==> src/rtl/ctrl_pkg.sv <==
// rtl/ctrl_pkg.sv - encodings and decode helpers for the multi-cycle MIPS control FSM
// Purpose: state encodings, opcode/funct constants, ALUOp codes, mux-select
//          encodings and the packed control bundle shared by decode and top.
// Ports:   none (package).
package ctrl_pkg;

    typedef enum logic [2:0] {
        S_IF   = 3'd0,
        S_ID   = 3'd1,
        S_EX   = 3'd2,
        S_MEM  = 3'd3,
        S_WB   = 3'd4,
        S_TRAP = 3'd5
    } state_t;

    localparam logic [5:0] OP_RTYPE = 6'h00;
    localparam logic [5:0] OP_J     = 6'h02;
    localparam logic [5:0] OP_JAL   = 6'h03;
    localparam logic [5:0] OP_BEQ   = 6'h04;
    localparam logic [5:0] OP_ADDI  = 6'h08;
    localparam logic [5:0] OP_ADDIU = 6'h09;
    localparam logic [5:0] OP_SLTI  = 6'h0A;
    localparam logic [5:0] OP_SLTIU = 6'h0B;
    localparam logic [5:0] OP_ANDI  = 6'h0C;
    localparam logic [5:0] OP_LUI   = 6'h0F;
    localparam logic [5:0] OP_LW    = 6'h23;
    localparam logic [5:0] OP_SW    = 6'h2B;

    localparam logic [5:0] FN_SLL  = 6'h00;
    localparam logic [5:0] FN_SRL  = 6'h02;
    localparam logic [5:0] FN_SRA  = 6'h03;
    localparam logic [5:0] FN_JR   = 6'h08;
    localparam logic [5:0] FN_JALR = 6'h09;
    localparam logic [5:0] FN_ADD  = 6'h20;
    localparam logic [5:0] FN_ADDU = 6'h21;
    localparam logic [5:0] FN_SUB  = 6'h22;
    localparam logic [5:0] FN_SUBU = 6'h23;
    localparam logic [5:0] FN_AND  = 6'h24;
    localparam logic [5:0] FN_OR   = 6'h25;
    localparam logic [5:0] FN_XOR  = 6'h26;
    localparam logic [5:0] FN_NOR  = 6'h27;
    localparam logic [5:0] FN_SLT  = 6'h2A;
    localparam logic [5:0] FN_SLTU = 6'h2B;

    // ALUOp = {unsigned, class}
    localparam logic [2:0] ALU_ADD   = 3'b000;
    localparam logic [2:0] ALU_SUB   = 3'b001;
    localparam logic [2:0] ALU_RTYPE = 3'b010;
    localparam logic [2:0] ALU_AND   = 3'b011;
    localparam logic [2:0] ALU_SLT   = 3'b100;
    localparam logic [2:0] ALU_ADDIU = 3'b101;

    localparam logic [1:0] M2R_ALUOUT = 2'd0;
    localparam logic [1:0] M2R_MDR    = 2'd1;
    localparam logic [1:0] M2R_PC     = 2'd2;

    localparam logic [1:0] DST_RT = 2'd0;
    localparam logic [1:0] DST_RD = 2'd1;
    localparam logic [1:0] DST_RA = 2'd2;

    localparam logic [1:0] SRCA_PC    = 2'd0;
    localparam logic [1:0] SRCA_RS    = 2'd1;
    localparam logic [1:0] SRCA_SHAMT = 2'd2;

    localparam logic [1:0] SRCB_RT     = 2'd0;
    localparam logic [1:0] SRCB_FOUR   = 2'd1;
    localparam logic [1:0] SRCB_IMM    = 2'd2;
    localparam logic [1:0] SRCB_IMM_S2 = 2'd3;

    localparam logic [1:0] PCSRC_ALU    = 2'd0;
    localparam logic [1:0] PCSRC_ALUOUT = 2'd1;
    localparam logic [1:0] PCSRC_JUMP   = 2'd2;
    localparam logic [1:0] PCSRC_RS     = 2'd3;

    typedef struct packed {
        logic       pc_write;
        logic       pc_write_cond;
        logic       i_or_d;
        logic       mem_read;
        logic       mem_write;
        logic       ir_write;
        logic [1:0] mem_to_reg;
        logic [1:0] reg_dst;
        logic       reg_write;
        logic       ext_op;
        logic       lui_op;
        logic [1:0] alu_src_a;
        logic [1:0] alu_src_b;
        logic [3:0] alu_op;
        logic [1:0] pc_source;
        logic       illegal;
    } ctrl_t;

    function automatic logic [3:0] alu_op(input logic uns, input logic [2:0] cls);
        return {uns, cls};
    endfunction

    function automatic logic is_shift(input logic [5:0] fn);
        return (fn == FN_SLL) || (fn == FN_SRL) || (fn == FN_SRA);
    endfunction

    function automatic logic is_r_alu(input logic [5:0] fn);
        case (fn)
            FN_SLL, FN_SRL, FN_SRA, FN_ADD, FN_ADDU, FN_SUB, FN_SUBU,
            FN_AND, FN_OR, FN_XOR, FN_NOR, FN_SLT, FN_SLTU: return 1'b1;
            default: return 1'b0;
        endcase
    endfunction

    function automatic logic is_legal(input logic [5:0] op, input logic [5:0] fn);
        case (op)
            OP_RTYPE: return is_r_alu(fn) || (fn == FN_JR) || (fn == FN_JALR);
            OP_J, OP_JAL, OP_BEQ, OP_ADDI, OP_ADDIU, OP_SLTI, OP_SLTIU,
            OP_ANDI, OP_LUI, OP_LW, OP_SW: return 1'b1;
            default: return 1'b0;
        endcase
    endfunction

    function automatic logic [3:0] imm_alu_op(input logic [5:0] op);
        case (op)
            OP_ADDIU: return alu_op(1'b1, ALU_ADDIU);
            OP_ANDI:  return alu_op(1'b0, ALU_AND);
            OP_SLTI:  return alu_op(1'b0, ALU_SLT);
            OP_SLTIU: return alu_op(1'b1, ALU_SLT);
            default:  return alu_op(1'b0, ALU_ADD);
        endcase
    endfunction

endpackage

==> src/rtl/multi_cycle_controller_if.sv <==
// rtl/multi_cycle_controller_if.sv - controller <-> datapath control bus
// Purpose: groups the instruction fields fed to the controller and every
//          datapath select / write enable it drives.
// Modports: master = controller (reads OpCode/Funct, drives controls),
//           slave  = datapath (drives OpCode/Funct, reads controls).
interface multi_cycle_controller_if;
    logic [5:0] OpCode;
    logic [5:0] Funct;
    logic       PCWrite;
    logic       PCWriteCond;
    logic       IorD;
    logic       MemRead;
    logic       MemWrite;
    logic       IRWrite;
    logic [1:0] MemtoReg;
    logic [1:0] RegDst;
    logic       RegWrite;
    logic       ExtOp;
    logic       LuiOp;
    logic [1:0] ALUSrcA;
    logic [1:0] ALUSrcB;
    logic [3:0] ALUOp;
    logic [1:0] PCSource;
    logic       Illegal;

    modport master (
        input  OpCode, Funct,
        output PCWrite, PCWriteCond, IorD, MemRead, MemWrite, IRWrite,
               MemtoReg, RegDst, RegWrite, ExtOp, LuiOp, ALUSrcA, ALUSrcB,
               ALUOp, PCSource, Illegal
    );

    modport slave (
        output OpCode, Funct,
        input  PCWrite, PCWriteCond, IorD, MemRead, MemWrite, IRWrite,
               MemtoReg, RegDst, RegWrite, ExtOp, LuiOp, ALUSrcA, ALUSrcB,
               ALUOp, PCSource, Illegal
    );
endinterface

==> src/rtl/controller_decode.sv <==
// rtl/controller_decode.sv - combinational decode: {state, OpCode, Funct} -> controls, next state
// Purpose: all output and transition logic of the control FSM.
// Ports:   state_i current state; opcode_i/funct_i from IR;
//          ctrl_o control bundle; next_state_o next FSM state.
// Macro:   CTRL_ILLEGAL_TRAP_EN routes unrecognized instructions to TRAP.
module controller_decode
    import ctrl_pkg::*;
(
    input  state_t     state_i,
    input  logic [5:0] opcode_i,
    input  logic [5:0] funct_i,
    output ctrl_t      ctrl_o,
    output state_t     next_state_o
);

    always_comb begin
        ctrl_o       = '0;
        next_state_o = S_IF;
        case (state_i)
            S_IF: begin
                ctrl_o.mem_read  = 1'b1;
                ctrl_o.ir_write  = 1'b1;
                ctrl_o.alu_src_a = SRCA_PC;
                ctrl_o.alu_src_b = SRCB_FOUR;
                ctrl_o.alu_op    = alu_op(1'b0, ALU_ADD);
                ctrl_o.pc_source = PCSRC_ALU;
                ctrl_o.pc_write  = 1'b1;
                next_state_o     = S_ID;
            end
            S_ID: begin
                // Speculative branch target into ALUOut.
                ctrl_o.alu_src_a = SRCA_PC;
                ctrl_o.alu_src_b = SRCB_IMM_S2;
                ctrl_o.ext_op    = 1'b1;
                ctrl_o.alu_op    = alu_op(1'b0, ALU_ADD);
                if (is_legal(opcode_i, funct_i)) begin
                    next_state_o = S_EX;
                end else begin
`ifdef CTRL_ILLEGAL_TRAP_EN
                    next_state_o = S_TRAP;
`else
                    next_state_o = S_IF;
`endif
                end
            end
            S_EX: begin
                case (opcode_i)
                    OP_RTYPE: begin
                        if ((funct_i == FN_JR) || (funct_i == FN_JALR)) begin
                            ctrl_o.pc_source = PCSRC_RS;
                            ctrl_o.pc_write  = 1'b1;
                            if (funct_i == FN_JALR) begin
                                // PC already holds PC+4 from IF.
                                ctrl_o.reg_write  = 1'b1;
                                ctrl_o.reg_dst    = DST_RD;
                                ctrl_o.mem_to_reg = M2R_PC;
                            end
                        end else if (is_r_alu(funct_i)) begin
                            ctrl_o.alu_src_a = is_shift(funct_i) ? SRCA_SHAMT : SRCA_RS;
                            ctrl_o.alu_src_b = SRCB_RT;
                            ctrl_o.alu_op    = alu_op(1'b0, ALU_RTYPE);
                            next_state_o     = S_WB;
                        end
                    end
                    OP_LW, OP_SW: begin
                        ctrl_o.alu_src_a = SRCA_RS;
                        ctrl_o.alu_src_b = SRCB_IMM;
                        ctrl_o.ext_op    = 1'b1;
                        ctrl_o.alu_op    = alu_op(1'b0, ALU_ADD);
                        next_state_o     = S_MEM;
                    end
                    OP_ADDI, OP_ADDIU, OP_ANDI, OP_SLTI, OP_SLTIU: begin
                        ctrl_o.alu_src_a = SRCA_RS;
                        ctrl_o.alu_src_b = SRCB_IMM;
                        ctrl_o.ext_op    = (opcode_i != OP_ANDI);
                        ctrl_o.alu_op    = imm_alu_op(opcode_i);
                        next_state_o     = S_WB;
                    end
                    OP_LUI: begin
                        ctrl_o.alu_src_a = SRCA_RS;
                        ctrl_o.alu_src_b = SRCB_IMM;
                        ctrl_o.lui_op    = 1'b1;
                        ctrl_o.alu_op    = alu_op(1'b0, ALU_ADD);
                        next_state_o     = S_WB;
                    end
                    OP_BEQ: begin
                        ctrl_o.alu_src_a     = SRCA_RS;
                        ctrl_o.alu_src_b     = SRCB_RT;
                        ctrl_o.alu_op        = alu_op(1'b0, ALU_SUB);
                        ctrl_o.pc_source     = PCSRC_ALUOUT;
                        ctrl_o.pc_write_cond = 1'b1;
                    end
                    OP_J, OP_JAL: begin
                        ctrl_o.pc_source = PCSRC_JUMP;
                        ctrl_o.pc_write  = 1'b1;
                        if (opcode_i == OP_JAL) begin
                            ctrl_o.reg_write  = 1'b1;
                            ctrl_o.reg_dst    = DST_RA;
                            ctrl_o.mem_to_reg = M2R_PC;
                        end
                    end
                    default: ;
                endcase
            end
            S_MEM: begin
                ctrl_o.i_or_d = 1'b1;
                if (opcode_i == OP_LW) begin
                    ctrl_o.mem_read = 1'b1;
                    next_state_o    = S_WB;
                end else if (opcode_i == OP_SW) begin
                    ctrl_o.mem_write = 1'b1;
                end
            end
            S_WB: begin
                ctrl_o.reg_write = 1'b1;
                if (opcode_i == OP_LW) begin
                    ctrl_o.reg_dst    = DST_RT;
                    ctrl_o.mem_to_reg = M2R_MDR;
                end else if (opcode_i == OP_RTYPE) begin
                    ctrl_o.reg_dst    = DST_RD;
                    ctrl_o.mem_to_reg = M2R_ALUOUT;
                end else begin
                    ctrl_o.reg_dst    = DST_RT;
                    ctrl_o.mem_to_reg = M2R_ALUOUT;
                end
            end
            S_TRAP: begin
`ifdef CTRL_ILLEGAL_TRAP_EN
                // Parked until reset; every enable stays low.
                ctrl_o.illegal = 1'b1;
                next_state_o   = S_TRAP;
`else
                next_state_o   = S_IF;
`endif
            end
            default: next_state_o = S_IF;
        endcase
    end

endmodule

==> src/rtl/multi_cycle_controller.sv <==
// rtl/multi_cycle_controller.sv - multi-cycle MIPS main control FSM (top)
// Purpose: holds the state register and reset; decode is in controller_decode.
// Ports:   clk, reset (sync, active-high); bus (master modport): OpCode/Funct in,
//          all datapath selects, write enables and Illegal out.
// Macro:   CTRL_ILLEGAL_TRAP_EN enables the illegal-instruction trap state.
module multi_cycle_controller
    import ctrl_pkg::*;
(
    input  logic                       clk,
    input  logic                       reset,
    multi_cycle_controller_if.master   bus
);

    state_t state_q;
    state_t state_d;
    ctrl_t  ctrl_dec;
    ctrl_t  ctrl_out;

    controller_decode u_decode (
        .state_i      (state_q),
        .opcode_i     (bus.OpCode),
        .funct_i      (bus.Funct),
        .ctrl_o       (ctrl_dec),
        .next_state_o (state_d)
    );

    always_ff @(posedge clk) begin
        if (reset) begin
            state_q <= S_IF;
        end else begin
            state_q <= state_d;
        end
    end

    // Outputs are zeroed combinationally while reset is high so that no write
    // enable fires in a reset cycle, whatever state the FSM was in.
    assign ctrl_out = reset ? '0 : ctrl_dec;

    assign bus.PCWrite     = ctrl_out.pc_write;
    assign bus.PCWriteCond = ctrl_out.pc_write_cond;
    assign bus.IorD        = ctrl_out.i_or_d;
    assign bus.MemRead     = ctrl_out.mem_read;
    assign bus.MemWrite    = ctrl_out.mem_write;
    assign bus.IRWrite     = ctrl_out.ir_write;
    assign bus.MemtoReg    = ctrl_out.mem_to_reg;
    assign bus.RegDst      = ctrl_out.reg_dst;
    assign bus.RegWrite    = ctrl_out.reg_write;
    assign bus.ExtOp       = ctrl_out.ext_op;
    assign bus.LuiOp       = ctrl_out.lui_op;
    assign bus.ALUSrcA     = ctrl_out.alu_src_a;
    assign bus.ALUSrcB     = ctrl_out.alu_src_b;
    assign bus.ALUOp       = ctrl_out.alu_op;
    assign bus.PCSource    = ctrl_out.pc_source;
    assign bus.Illegal     = ctrl_out.illegal;

endmodule

==> src/flat_wrapper.sv <==
// flat-port wrapper written by rule: the top's interface ports become plain ports
module multi_cycle_controller_flat import ctrl_pkg::*;
  (clk, reset, bus_OpCode, bus_Funct, bus_PCWrite, bus_PCWriteCond, bus_IorD, bus_MemRead, bus_MemWrite, bus_IRWrite, bus_MemtoReg, bus_RegDst, bus_RegWrite, bus_ExtOp, bus_LuiOp, bus_ALUSrcA, bus_ALUSrcB, bus_ALUOp, bus_PCSource, bus_Illegal);
  multi_cycle_controller_if bus_i ();
  input  logic clk;
  input  logic reset;
  input wire logic [$bits(bus_i.OpCode)-1:0] bus_OpCode;
  input wire logic [$bits(bus_i.Funct)-1:0] bus_Funct;
  output wire logic [$bits(bus_i.PCWrite)-1:0] bus_PCWrite;
  output wire logic [$bits(bus_i.PCWriteCond)-1:0] bus_PCWriteCond;
  output wire logic [$bits(bus_i.IorD)-1:0] bus_IorD;
  output wire logic [$bits(bus_i.MemRead)-1:0] bus_MemRead;
  output wire logic [$bits(bus_i.MemWrite)-1:0] bus_MemWrite;
  output wire logic [$bits(bus_i.IRWrite)-1:0] bus_IRWrite;
  output wire logic [$bits(bus_i.MemtoReg)-1:0] bus_MemtoReg;
  output wire logic [$bits(bus_i.RegDst)-1:0] bus_RegDst;
  output wire logic [$bits(bus_i.RegWrite)-1:0] bus_RegWrite;
  output wire logic [$bits(bus_i.ExtOp)-1:0] bus_ExtOp;
  output wire logic [$bits(bus_i.LuiOp)-1:0] bus_LuiOp;
  output wire logic [$bits(bus_i.ALUSrcA)-1:0] bus_ALUSrcA;
  output wire logic [$bits(bus_i.ALUSrcB)-1:0] bus_ALUSrcB;
  output wire logic [$bits(bus_i.ALUOp)-1:0] bus_ALUOp;
  output wire logic [$bits(bus_i.PCSource)-1:0] bus_PCSource;
  output wire logic [$bits(bus_i.Illegal)-1:0] bus_Illegal;
  assign bus_i.OpCode = bus_OpCode;
  assign bus_i.Funct = bus_Funct;
  assign bus_PCWrite = bus_i.PCWrite;
  assign bus_PCWriteCond = bus_i.PCWriteCond;
  assign bus_IorD = bus_i.IorD;
  assign bus_MemRead = bus_i.MemRead;
  assign bus_MemWrite = bus_i.MemWrite;
  assign bus_IRWrite = bus_i.IRWrite;
  assign bus_MemtoReg = bus_i.MemtoReg;
  assign bus_RegDst = bus_i.RegDst;
  assign bus_RegWrite = bus_i.RegWrite;
  assign bus_ExtOp = bus_i.ExtOp;
  assign bus_LuiOp = bus_i.LuiOp;
  assign bus_ALUSrcA = bus_i.ALUSrcA;
  assign bus_ALUSrcB = bus_i.ALUSrcB;
  assign bus_ALUOp = bus_i.ALUOp;
  assign bus_PCSource = bus_i.PCSource;
  assign bus_Illegal = bus_i.Illegal;
  multi_cycle_controller u_core (.clk(clk), .reset(reset), .bus(bus_i));
endmodule
==> config.mk <==
export PLATFORM = sky130hd
export DESIGN_NAME = multi_cycle_controller_flat
export DESIGN_NICKNAME = d
export VERILOG_FILES = /design/src/rtl/ctrl_pkg.sv /design/src/rtl/multi_cycle_controller_if.sv /design/src/rtl/controller_decode.sv /design/src/rtl/multi_cycle_controller.sv /design/src/flat_wrapper.sv
export SDC_FILE = /design/constraint.sdc
export NUM_CORES = 1
export LEC_CHECK = 0
export ABC_AREA = 0
export ABC_CLOCK_PERIOD_IN_PS = 1700
export BUFFER_PORTS_ARGS = -buffer_cell sky130_fd_sc_hd__buf_2
export CAP_MARGIN = 20
export CORE_MARGIN = 4
export CORE_UTILIZATION = 44
export DETAILED_ROUTE_END_ITERATION = 10
export PLACE_DENSITY_LB_ADDON = 0.12
export SLEW_MARGIN = 5
export SYNTH_ARGS = -nofsm -noshare
export SYNTH_HDL_FRONTEND = slang
export SYNTH_SLANG_ARGS = --single-unit
export TNS_END_PERCENT = 100
==> constraint.sdc <==
create_clock -name clk -period 1.7 [get_ports clk]
set_clock_uncertainty 0.1 [all_clocks]
set_input_delay 0.17 -clock clk [delete_from_list [all_inputs] [get_ports clk]]
set_output_delay 0.17 -clock clk [all_outputs]
set_load 0.02 [all_outputs]
==> Yosys cells after proc, flatten, opt, wreduce, memory -nomap -nowiden <==
Memories as Yosys holds them, arrays and structs flattened.
Index checks and enable logic that the tools add are counted.
{ "totals": {"wordCells": 83, "ramBits": 0, "inputBits": 14, "memories": 2, "output_inout_bits": 24, "reg_bits": 3, "latch_bits": 0, "mem_bits_ro": 128} }
{ "mem_list": {"columns": ["name", "words", "word_bits", "rd", "rd_clocked_by_memory_dff", "write_ports", "line_no", "text"], "rows": [
  ["(name not given)", 64, 1, 1, 0, 0, "ctrl_pkg.sv:103", "case (fn)"],
  ["(name not given)", 64, 1, 1, 0, 0, "ctrl_pkg.sv:103", null]
]} }
{ "classes": {"bitwise_logic": 0, "div_mod_pow": 0, "n_lt_le_gt_ge": 0, "reduce_logical": 14, "multipliers": 0, "mux": 46, "addsub": 0, "shifts": 0, "n_eq_ne": 20} }
{ "op_table": {"columns": ["operator", "n"], "rows": [
  ["$eq A6 B4 Y1 const B", 8],
  ["$pmux W8 S4", 1],
  ["$eq A6 B2 Y1 const B", 4],
  ["$mux W24", 1],
  ["$pmux W8 S3", 1],
  ["$pmux W5 S2", 2],
  ["$mux W1", 18],
  ["$mux W8", 2],
  ["$pmux W4 S4", 1],
  ["$mux W5", 3],
  ["$eq A6 B6 Y1 const B", 2],
  ["$logic_not A6 Y1", 2],
  ["$mux W3", 4],
  ["$pmux W1 S2", 6],
  ["$pmux W3 S4", 1],
  ["$reduce_or A11 Y1", 1],
  ["$pmux W3 S3", 1],
  ["$mux W2", 4],
  ["$eq A3 B2 Y1 const B", 2],
  ["$eq A6 B3 Y1 const B", 1],
  ["$ne A6 B4 Y1 const B", 1],
  ["$pmux W2 S3", 1],
  ["$reduce_or A6 Y1", 1],
  ["$logic_or A1 B1 Y1", 5],
  ["6 further kinds", 7]
]} }

==> Longest topological paths before layout <==
{ "depth": {"ltp_word": 10, "depth_mapped": 6, "mapped_depth_nobuf": 5} }

==> Modules after synthesis <==
From an unflattened synthesis, not the netlist that was laid out.
{ "hier_totals": {"cells_unflattened": 117, "area_unflattened_um2": 775.7} }
{ "by_module_without_submodules": {"columns": ["mod", "cells_each", "seq_area_each_um2", "instances", "area_per_inst_um2"], "rows": [
  ["controller_decode", 85, 0.0, 1, 506.7],
  ["multi_cycle_controller", 32, 60.1, 1, 269.0]
]} }

==> Worst setup path before layout <==
Ideal clock, no wire load.
{ "synth_path": {"path_type": "in2out", "start": "input port bus_Funct[3]", "end": "output port bus_ALUSrcA[1]", "setup_slack_ps": -385, "n_path_buf": 0, "cell_stages": 2, "required_time_ps": 1430, "t_arrival_ps": 1815, "cell_sequence": "or4_1 a2111oi_0"} }
{ "synth_between": {"elab_chain_len": 9, "word_cells_on_any_way": 18, "cone_classes": "eq/ne: 4; mux: 9; reduce/logical: 4; memory: 1"} }
{ "synth_rtl": {"columns": ["element", "line_no", "text"], "rows": [
  ["start, declared", "flat_wrapper.sv:8", "input wire logic [$bits(bus_i.Funct)-1:0] bus_Funct;"],
  ["$mem_v2 Z64 W1 (tied with other cells)", null, null],
  ["$mux W1 or $logic_or A1 B1 Y1 (tied branches)", "controller_decode.sv:49, ctrl_pkg.sv:99", null],
  ["$mux W1 or $logic_or A1 B1 Y1 (tied branches)", "controller_decode.sv:47, ctrl_pkg.sv:99", null],
  ["$mux W1 or $mux W2 (tied branches)", "controller_decode.sv:19, controller_decode.sv:59", null],
  ["$mux W8", "controller_decode.sv:58", "end else if (is_r_alu(funct_i)) begin"],
  ["$mux W8 (*)", "controller_decode.sv:49", "if ((funct_i == FN_JR) || (funct_i == FN_JALR)) begin"],
  ["$pmux W8 S4 (*)", "controller_decode.sv:47", "case (opcode_i)"],
  ["$pmux W8 S3 (*)", "controller_decode.sv:19", "case (state_i)"],
  ["$mux W24 (*)", "multi_cycle_controller.sv:37", "assign ctrl_out = reset ? '0 : ctrl_dec;"],
  ["end, declared", "flat_wrapper.sv:20", "output wire logic [$bits(bus_i.ALUSrcA)-1:0] bus_ALUSrcA;"]
]} }
Every way passes the cells marked *; elsewhere a longest branch is shown, timed or not. The select of a mux whose other input is x is not followed.

==> Worst setup path after layout <==
{ "layout_path": {"start": "register u_core.state_q[1]", "end": "output port bus_PCWriteCond"} }
{ "layout_between": {"elab_chain_len": 3} }
{ "layout_rtl": {"columns": ["element", "line_no", "text"], "rows": [
  ["start, declared", "multi_cycle_controller.sv:14", "state_t state_q;"],
  ["start signal, assigned", "multi_cycle_controller.sv:31", "state_q <= state_d;"],
  ["$eq A3 B2 Y1", "controller_decode.sv:19", null],
  ["$mux W1", "controller_decode.sv:19", null],
  ["$mux W24", "multi_cycle_controller.sv:37", null],
  ["end, declared", "flat_wrapper.sv:10", "output wire logic [$bits(bus_i.PCWriteCond)-1:0] bus_PCWriteCond;"]
]} }
Every way passes these cells.

==> Implementation_results.wiki <==
{| class="wikitable"
! Metric !! Value
|-
| Largest area contributor in the netlist || dfxtp_1
|-
| Diode count || 0
|-
| Timing-limited maximum frequency || 519 MHz
|-
| Flip-flop cell with the highest count after synthesis || dfxtp_1
|-
| Placed wire-length estimate || 1.86 mm
|-
| Hold Path Stages || 3
|-
| Die width || 48.2 um
|-
| Max-capacitance violation count || 0
|-
| Remaining number of nets flagged by the antenna check after routing || 0
|-
| Crit path from || u_core.state_q[1]
|-
| Number of placed cells counting well taps || 163
|-
| Number of enable-type register cells in the synthesized netlist || 0
|-
| Number of CTS-inserted buffers || 3
|-
| Synthesis Warnings || 0
|-
| Height of the die || 48.2 um
|-
| Type of the most critical hold path || input pin to register
|-
| Worst-case setup slack after placement || -0.0645 ns
|-
| Starting density of the core || 0.471
|-
| Count of routing violations after the opening detailed-route iteration || 22
|-
| Gate count of the mapped netlist || 100
|-
| Largest net degree at the start of global routing || 14
|-
| Worst Setup Path Type || register to primary output
|-
| Placeable Area || 1510 um^2
|-
| Power density cells || 327 nW/um^2
|-
| Synth Area per Inst || 7.09 um^2
|-
| Non-Filler Instances || 170
|-
| Root cell of the clock tree || clkbuf_4
|-
| Overflow left after global routing || 0
|-
| Area grow syn2layout || 68.4%
|-
| Number of hold-slack violations in the final timing report || 0
|-
| Detailed Route WL || 2.45 mm
|-
| Post-route core utilization || 0.793
|-
| Largest register FFs || 3
|-
| Level count of the clock H-tree || 1
|-
| Top Ports || 38
|-
| Global-route wire length before repair || 3.66 mm
|-
| Status || finished with violations
|-
| Cell leakage power || 0.000523 uW
|-
| Number of detailed-routing iterations run before antenna repair || 4
|-
| Count of unresolved DRC violations after routing || 0
|-
| Buffers from clock root to sink, at most || 2
|-
| Peak supply drop || 0.227 mV
|-
| Post-DR vias/cell || 5.83
|-
| Flip-flop and latch count after synthesis || 3
|-
| Number of global-route vias before repair || 898
|-
| Nature of the critical path endpoint || primary output
|-
| Post-synth cell types || 42
|-
| Net count, final || 169
|-
| Routability Congestion || 0.799
|-
| Register with the most flip-flops || u_core.state_q
|-
| Fraction of registers with async set/reset || 0
|-
| Number of port buffers || 36
|-
| Ranking of synthesized cells by area || dfxtp_1 8.5%, a21oi_1 6.3%, nor2_1 6.3%
|-
| Detailed-route wire length per cell || 14.4 um
|-
| Setup repair after global routing missed its margin || yes
|-
| Hold Path End || u_core.state_q[0]
|-
| Data required time at the worst endpoint || 1.43 ns
|-
| Pwr Total || 391 uW
|-
| Worst reg2reg path endpoint || u_core.state_q[2]
|-
| Proportion of layout cells with a drive suffix above 1 || 0.578
|-
| Critical R2R Launch || u_core.state_q[1]
|-
| Area share of the leading cell type in the synthesized netlist || 0.0847
|-
| Largest registers || u_core.state_q: 3 flops
|-
| Clock Latency Late Sink || 0.24 ns
|-
| Syn Std Cell Area || 709 um^2
|-
| Smallest setup slack after layout || -0.228 ns
|-
| Post-Syn Nets || 114
|-
| Number of slew-limit violations in the final report || 0
|-
| Most used standard cells in the synthesized netlist || 12 x nor2_1, 9 x a21oi_1, 6 x nand2_1
|-
| CTS Sinks || 3
|-
| Type of origin of the critical path || register
|-
| Die outline area || 2320 um^2
|-
| Final instance area || 1190 um^2
|-
| Max FO, Critical Path || 8
|-
| Initial antenna violation count || 0
|-
| Global router's overall resource usage || 0.219
|-
| Sequential fraction of the synthesis area || 0.0847
|-
| Library cell with the highest instance count after synthesis || nor2_1
|-
| Total via count after detailed routing || 991
|-
| Clock tree from TritonCTS || yes
|-
| Hold buffers post-CTS || 0
|-
| Arrival time reported for the critical path endpoint || 1.66 ns
|-
| Number of setup violations in the final report || 9
|-
| Num rows || 14
|-
| Startpoint of the tightest hold check path || reset
|-
| Number of fill cells in the layout || 104
|-
| Post-route minimum period || 1.93 ns
|-
| R2R cell count || 6
|-
| Share of the clock period used by the worst path || 1.13
|-
| Placed cell area || 1010 um^2
|-
| Violations in the final reports || negative setup slack
|-
| Clock input transition at the sequential cells of the worst setup and hold paths || 0.05 ns
|-
| Worst-case register-to-register setup slack || 0.14 ns
|}
[layout by cell type, fill, tap and decap left out, drive strengths merged, types with 3 or more instances in the layout]
master / Yosys / final
nand2: 8 / 8
nor2b: 6 / 6
clkbuf: 3 / 4
or3: 3 / 3
a21oi: 9 / 9
a211oi: 3 / 3
nand2b: 4 / 4
nor2: 13 / 13
nand3: 4 / 4
dfxtp: 3 / 3
o21ai: 5 / 5
nor3: 3 / 3
or2: 6 / 6
buf: 4 / 57
nor4: 4 / 4
[power by group]
group	internal [uW]	leakage, uW	switching, uW
combinational	75.0	0.000483	105
clock	88.5	0.0000150	46.4
sequential	73.3	0.0000250	2.23
total	237	0.000523	154
[worst max-delay path by stage]
stage                       to  slack, ns  cells past startpoint
2_1_floorplan  bus_PCWriteCond      -0.07                      6
3_3_place_gp   bus_PCSource[0]      0.009                      6
3_5_place_dp   bus_PCSource[0]      -0.06                      6
4_1_cts        bus_PCWriteCond      -0.23                      6
5_1_grt        bus_PCWriteCond      -0.30                      6
6_report       bus_PCWriteCond      -0.23                      6
[per-stage QoR]
stage / hold slack, ns / setup TNS [ns]
2_1_floorplan: 0.139 / -0.263
3_5_place_dp: 0.411 / -0.0954
4_1_cts: 0.160 / -1.07
3_3_place_gp: 0.401 / 0
6_report: 0.159 / -1.21
5_1_grt: 0.169 / -1.81
[timing repair]
item                                    4_1_cts  5_1_grt
resized for setup                            14       25
cloned                                        0        0
endpoints found under the setup margin       10       14
setup buffers                                 2        1
pin swaps                                     4       10
[per-layer routing]
layer | GRT usage | share of wire | vias to the layer above
met5 | 0 | 0 | -
met4 | 0.0860 | 0.022 | 0
met3 | 0.0258 | 0.069 | 8
met2 | 0.419 | 0.52 | 47
met1 | 0.240 | 0.39 | 464
li1 | - | - | 472
[cells by family after synthesis]
family / after synthesis / synth area share
simple gates: 60 / 0.559
compound gates: 27 / 0.265
buf+inv: 9 / 0.0864
flops: 3 / 0.0847
other cells: 1 / 0.00529
[cell type report]
class | instances | area (um^2) | share of cell area
multi-input combinational | 88 | 677 | 0.566
tap | 16 | 20.0 | 0.0168
timing repair buffer | 57 | 403 | 0.337
sequential | 3 | 61.3 | 0.0513
clock buffer | 4 | 26.3 | 0.0220
inverter | 2 | 7.51 | 0.00628
[critical path: stages (launching register included)]
cell and delay, ns:
dfxtp_2 0.33, nor2b_4 0.15, nand2_2 0.06, or3_1 0.32, buf_6 0.16, nor4b_4 0.24, buf_4 0.18
Note: power is estimated with default switching activity, not from simulation.
